===== config.mk =====
export PLATFORM = sky130hd
export DESIGN_NAME = fd_latch
export DESIGN_NICKNAME = d
export VERILOG_FILES = /design/src/rtl/fd_latch.sv
export SDC_FILE = /design/constraint.sdc
export NUM_CORES = 1
export LEC_CHECK = 0
export BUFFER_PORTS_ARGS = -buffer_cell sky130_fd_sc_hd__buf_4
export CORE_UTILIZATION = 40
export CTS_BUF_LIST = sky130_fd_sc_hd__clkbuf_4 sky130_fd_sc_hd__clkbuf_8
export DETAILED_ROUTE_END_ITERATION = 16
export PLACE_DENSITY = 0.75
export SLEW_MARGIN = 15
export SYNTH_ARGS = -nofsm -noshare
export SYNTH_HDL_FRONTEND = slang
export SYNTH_SLANG_ARGS = --single-unit

===== constraint.sdc =====
create_clock -name clock -period 3.8 [get_ports clock]
set_input_delay 0.57 -clock clock [delete_from_list [all_inputs] [get_ports clock]]
set_output_delay 0.57 -clock clock [all_outputs]
set_load 0.02 [all_outputs]

===== src/rtl/fd_latch.sv =====
// Fetch/decode pipeline register: passes fetch results to decode, holds on stall,
// and squashes wrong-path fetches into NOPs for a few cycles after a taken branch.
module fd_latch #(
    parameter int                ADDR_W        = 12,
    parameter int                INSN_W        = 32,
    parameter logic [INSN_W-1:0] NOP           = '0,
    parameter int                SQUASH_CYCLES = 1,
    parameter int                CNT_W         = 16
) (
    input  logic              clock,
    input  logic              reset,
    input  logic [INSN_W-1:0] q_imem_f,
    input  logic [ADDR_W-1:0] iaddr_f,
    input  logic [ADDR_W-1:0] next_iaddr_f,
    input  logic              stall_d,
    input  logic              flush_x,
    output logic [INSN_W-1:0] insn_d,
    output logic [ADDR_W-1:0] pc_d,
    output logic [ADDR_W-1:0] next_pc_d,
    output logic              valid_d,
    output logic              squashing,
    output logic [CNT_W-1:0]  bubble_count,
    output logic [CNT_W-1:0]  stall_count
);

    typedef enum logic {
        RUN    = 1'b0,
        SQUASH = 1'b1
    } state_t;

    localparam logic [2:0]       SQ_INIT = 3'(SQUASH_CYCLES);
    localparam logic [CNT_W-1:0] CNT_MAX = '1;

    state_t            state, state_nx;
    logic [2:0]        sq_cnt, sq_cnt_nx;
    logic [INSN_W-1:0] insn_nx;
    logic [ADDR_W-1:0] pc_nx, next_pc_nx;
    logic              valid_nx;
    logic [CNT_W-1:0]  bubble_nx, stall_nx;
    logic [CNT_W-1:0]  bubble_inc, stall_inc;

    assign squashing  = (state == SQUASH);
    assign bubble_inc = (bubble_count == CNT_MAX) ? bubble_count : bubble_count + CNT_W'(1);
    assign stall_inc  = (stall_count == CNT_MAX) ? stall_count : stall_count + CNT_W'(1);

    always_ff @(posedge clock) begin
        if (reset) begin
            state        <= RUN;
            sq_cnt       <= 3'd0;
            insn_d       <= NOP;
            pc_d         <= '0;
            next_pc_d    <= '0;
            valid_d      <= 1'b0;
            bubble_count <= '0;
            stall_count  <= '0;
        end else begin
            state        <= state_nx;
            sq_cnt       <= sq_cnt_nx;
            insn_d       <= insn_nx;
            pc_d         <= pc_nx;
            next_pc_d    <= next_pc_nx;
            valid_d      <= valid_nx;
            bubble_count <= bubble_nx;
            stall_count  <= stall_nx;
        end
    end

    // Flush beats stall; a flush keeps the old PC fields so decode still sees
    // where the killed slot came from.
    always_comb begin
        state_nx   = state;
        sq_cnt_nx  = sq_cnt;
        insn_nx    = insn_d;
        pc_nx      = pc_d;
        next_pc_nx = next_pc_d;
        valid_nx   = valid_d;
        bubble_nx  = bubble_count;
        stall_nx   = stall_count;

        if (flush_x) begin
            insn_nx   = NOP;
            valid_nx  = 1'b0;
            state_nx  = SQUASH;
            sq_cnt_nx = SQ_INIT;
            bubble_nx = bubble_inc;
        end else if (stall_d) begin
            stall_nx = stall_inc;
        end else if (state == RUN) begin
            insn_nx    = q_imem_f;
            pc_nx      = iaddr_f;
            next_pc_nx = next_iaddr_f;
            valid_nx   = 1'b1;
        end else begin
            insn_nx    = NOP;
            pc_nx      = iaddr_f;
            next_pc_nx = next_iaddr_f;
            valid_nx   = 1'b0;
            bubble_nx  = bubble_inc;
            if (sq_cnt <= 3'd1) begin
                sq_cnt_nx = 3'd0;
                state_nx  = RUN;
            end else begin
                sq_cnt_nx = sq_cnt - 3'd1;
            end
        end
    end

endmodule

# Word level (Yosys, flattened, before mapping)
# Index checks and enable logic that the tools add are counted.
[totals]
register_bits = 93
inputBits = 60
out_inout_bits = 90
elab_cells = 39
[classes]
add_sub_neg = 3
magnitude_cmp = 1
n_eq_ne = 3
muxes = 14
bitwise_logic = 3
reduce_logical = 6
[ops]
columns = ["operator", "n"]
rows = [
  ["$mux 16", 4],
  ["$add 16x1->16 const B", 2],
  ["$eq 16x16->1 const B", 2],
  ["$mux 32", 1],
  ["$mux 1", 8],
  ["$reduce_and 2->1", 3],
  ["$le 3x1->1 const B", 1],
  ["$mux 3", 1],
  ["$not 1->1", 3],
  ["$reduce_and 3->1", 1],
  ["$sub 3x1->3 const B", 1],
  ["$ne 2x1->1 const B", 1],
  ["$reduce_bool 2->1", 1],
  ["$reduce_or 2->1", 1],
]

# Depth between registers and ports, before layout
[logic_depth]
ltp_word = 5
mapped_depth = 6
ltp_nobuf = 5

# Worst setup path before layout
# No wires, ideal clock.
[synth_path]
kind = "register to register"
from = "reg stall_count[0]"
to = "reg stall_count[3]"
setup_time_ns = 0.121
arrival_time_ns = 1.819
required_time_ns = 3.679
setup_slack_ns = 1.860
path_stages_with_launch = 6
n_path_buf = 0
synth_period_minus_slack_ns = 1.940
path_cell_list = "dfxtp_1 > ha_1 > nand3_1 > nor4_2 > nor3_1 > mux2_2"
[synth_between]
elab_chain_len = 3
word_cells_on_any_way = 4
cone_classes = "add/sub (1); eq/ne (1); bitwise (1); reduce/logical (1)"
[synth_lines]
columns = ["item", "line_no", "text"]
rows = [
  ["start, declared", "23", "output logic [CNT_W-1:0] stall_count"],
  ["start signal, assigned", "64", "stall_count <= stall_nx;"],
  ["branches (longest 3 deep; another with $add 16x1->16)", "--", ""],
]
# Parallel ways; which one is timed is not known.
# A chain may end at the register's enable or synchronous reset.

# Final worst setup path
[layout_path]
from = "in stall_d"
to = "reg stall_count[15]"
[layout_between]
elab_chain_len = 1
[layout_lines]
columns = ["item", "line_no", "text"]
rows = [
  ["start, declared", "15", "input logic stall_d,"],
  ["$reduce_and 3->1 (no line)", "--", ""],
]
# No other way between the ends.

==> summary.md <==
| Metric | Value |
|---|---|
| Port bufs | 149 |
| Worst EP required | 4.09 ns |
| Wire per inst | roughly 14 microns |
| Syn Nets | around 500 |
| Crit Reg-Reg Startpoint | stall_count[0]$_SDFFE_PP0P_ |
| Hold Buf Count CTS | 0 |
| Worst slew margin | 40.8% |
| CP max-delay cell | or4_4 |
| Initial antenna violation count | 0 |
| Buf+Inv Stages, Crit Path | 1 |
| Die area | roughly 9800 sq um |
| Clock-pin slew on the worst setup and hold paths | 0.10 ns |
| Worst R2R Path Depth | 5 |
| Worst Path Max Fanout | 41 |
| Routability congestion estimate from global placement | 0.800 |
| Unique cell type count in the Yosys netlist | between 40 and 50 |
| CTS buffer count | 9 |
| Vias in the first global route | 3501 |
| Max-cap violations | 0 |
| Htree depth | 3 |
| Drt pass-1 iters | 5 |
| Finished Layout Cells | 685 |
| Initial Util | a little over two fifths |
| Final #Nets | 636 |
| Setup bufs post-CTS | 0 |
| Top Ports | 150 |
| Max Buffers Root-to-Sink | 2 |
| Gr usage total | 20.0% |
| Die Y | 98.8 microns |
| Hold path cells | 3 |
| ANT cells | 0 |
| Num Clock Sinks | 93 |
| Min-delay src | q_imem_f[27] |
| Setup CP Type | input pin to flip-flop |
| HPWL after DPL | ~6800 microns |
| Post-DRT Antenna Nets | 0 |
| Gr ovfl total | 0 |
| Area growth syn-to-layout | 36.9% |
| Crit start category | input pin |
| Yosys synthesis warning count | 0 |
| Synth Cell Area | 3740 sq um |
| Pre-CTS WS | 1.23 ns |
| Hold Path Class | input pin to flip-flop |
| WP depth | 5 |
| Vias | between 3000 and 4000 |
| DRT Wirelength | a little under 10000 microns |
| Final setup skew | 0.00637 ns |
| Crit path capture type | flip-flop |
| Setup TNS | 0 ns |
| Worst vdd ir | 0.000210 V |
| DRC viols | 0 |
| Worst-margin pin slew | 0.882 ns |
| Status | finished, final reports clean |
| Tmin final | 2.21 ns |
| Clk_lat worst skew | 0.36 ns |
| Root buffer cell | clkbuf_8 |
| Cts repair resizes | 0 |
| Static Leak | 2.07 nW |
| Total core area | 8890 sq um |
| Row cnt | 34 |
| Final core occ | 57.7% |
| Placed insts | 669 |
| Fin crit share | 58.0% |
| Pin count of the biggest net entering global routing | 61 |
| Final hold slack | between 0.4 and 0.5 ns |
| Vias per cell | 5.49 |
| RSZ-0062 raised after global routing | false |
| Sequential area share after synthesis | 49.7% |
| CP top delay family | simple AND/OR/NAND/NOR gates |
| Fin worst setup slack | approximately 1.6 ns |
| Worst R2R End | stall_count[9]$_SDFFE_PP0P_ |
| Fraction of layout instances using a drive strength above 1 | 31.4% |
| Syn_area_per_cell | between 8 and 9 sq um |
| Power Dens Cells | 373 nW/um^2 |
| F_max | ~0.45 GHz |
| Worst reg-to-reg setup slack | between 1.5 and 2 ns |
| Synthesized instance count | between 400 and 500 |
| Fin. max-slew vios | 0 |
| Critical Path Max Stage Delay | 0.62 ns |
| Final Setup Violations | 0 |
| First-pass GRT wire length | 15900 microns |
| CTS tree | done |
| Hold Path Sink | insn_d[27]$_SDFFE_PP0N_ |
| Yosys reg bits | 93 |
| Die X | about 99 microns |
| CP arrival | 2.49 ns |
| Cell chain of the critical path | buf_4 > nand2b_1 > or4_4 > or4_1 > a21oi_1 |
| DRT iter0 DRCs | ~150 |
| Final-report hold violation count | 0 |
[power breakdown]
group | switching, mW | internal [mW]
Combinational | 0.117 | 0.0997
Clock | 0.361 | 0.318
Sequential | 0.0181 | 1.00
Total | 0.496 | 1.42
[synth_stat cells (all sizes together)]
library cell / number / area share (%)
a211oi: 3 / 0.60
a21oi: 53 / 7.1
a22oi: 32 / 6.4
a311oi: 1 / 0.23
a41oi: 2 / 0.47
and2: 1 / 0.17
and3: 3 / 0.50
and4: 3 / 0.74
buf: 4 / 0.73
clkbuf: 21 / 2.1
dfxtp: 93 / 50
ha: 4 / 1.3
inv: 7 / 0.70
mux2: 2 / 0.60
mux2i: 1 / 0.27
nand2: 64 / 6.4
nand2b: 3 / 0.50
nand3: 7 / 0.94
nand4: 9 / 1.7
nor2: 43 / 4.3
nor2b: 4 / 0.67
nor3: 7 / 0.94
nor4: 2 / 0.50
nor4bb: 1 / 0.27
o2111ai: 2 / 0.47
o211ai: 5 / 1.0
o21ai: 12 / 1.6
o21ba: 2 / 0.53
o21bai: 1 / 0.20
o311ai: 1 / 0.23
o31ai: 11 / 2.2
o41ai: 3 / 0.70
or2: 1 / 0.17
or3: 12 / 2.0
or4: 13 / 2.7
xor2: 1 / 0.23
[routing by layer]
metal  share of wire (%)  global-route usage, %  vias up
met5                   0                      0        -
met4                 1.8                   7.81        0
met3                 7.6                   5.04       19
met2                  48                   33.6      147
met1                  43                   24.4     1743
li1                    -                      -     1853
[registers in the layout (all words and copies together), names as in the netlist]
name and count:
pc_d 12, valid_d 1, squashing 1, insn_d 32, stall_count 16, next_pc_d 12, sq_cnt 3, bubble_count 16
[worst register-to-register path, delay by kind of cell (launching register included)]
kind                       cells  cell delay (ns)
adders and majority gates      1             0.24
DFF                            1             0.42
muxes                          1             0.31
and+or+nand+nor                3             1.09
[area by class of cell]
cell class / count / area (sq um)
Clock buffer: 10 / 131
Clock inverter: 6 / 71.3
Fill cell: 813 / 3760
Inverter: 7 / 26.3
Multi-Input combinational cell: 309 / 1760
Sequential cell: 93 / 1860
Tap cell: 108 / 135
Timing Repair Buffer: 152 / 1140
[through the flow]
step	instance area, sq um	power (mW)
after floorplan	3740	1.15
after global placement	4920	1.25
after detailed placement	4920	1.26
after CTS	5120	1.94
after global routing	5130	2.00
final	5130	1.91
[cells in the final DEF, fill, tap and decap left out, types with 8 or more instances in the layout]
cell        n
a21oi_1    53
a22oi_1    32
o31ai_1    11
or3_1      11
dfxtp_1    93
nand4_1     8
nand2_1    64
nor2_1     42
buf_4     152
clkbuf_8    9
o21ai_0    12
or4_1      11
[how the worst max path moves through the flow]
stage               slack [ns]                      endpoint                          from
finish                    1.59  stall_count[15]$_SDFFE_PP0P_                       stall_d
global route              1.41   stall_count[2]$_SDFFE_PP0P_   stall_count[1]$_SDFFE_PP0P_
CTS                       1.41  bubble_count[2]$_SDFFE_PP0P_  bubble_count[0]$_SDFFE_PP0P_
detailed placement        1.23  stall_count[15]$_SDFFE_PP0P_                       stall_d
global placement          1.30  stall_count[15]$_SDFFE_PP0P_                       stall_d
floorplan                 1.86   stall_count[3]$_SDFFE_PP0P_   stall_count[0]$_SDFFE_PP0P_
[cells by family after synthesis]
logic type	count (synthesis)	synth area share [%]
AO/OA/AOI/OAI	128	21.8
XOR/XNOR	1	0.234
adder cells (fa/ha/maj)	4	1.34
buffers and inverters	32	3.54
flip-flops	93	49.7
multiplexers	3	0.869
AND/OR/NAND/NOR	173	22.6
No activity file was read; power rests on OpenSTA's default activity.
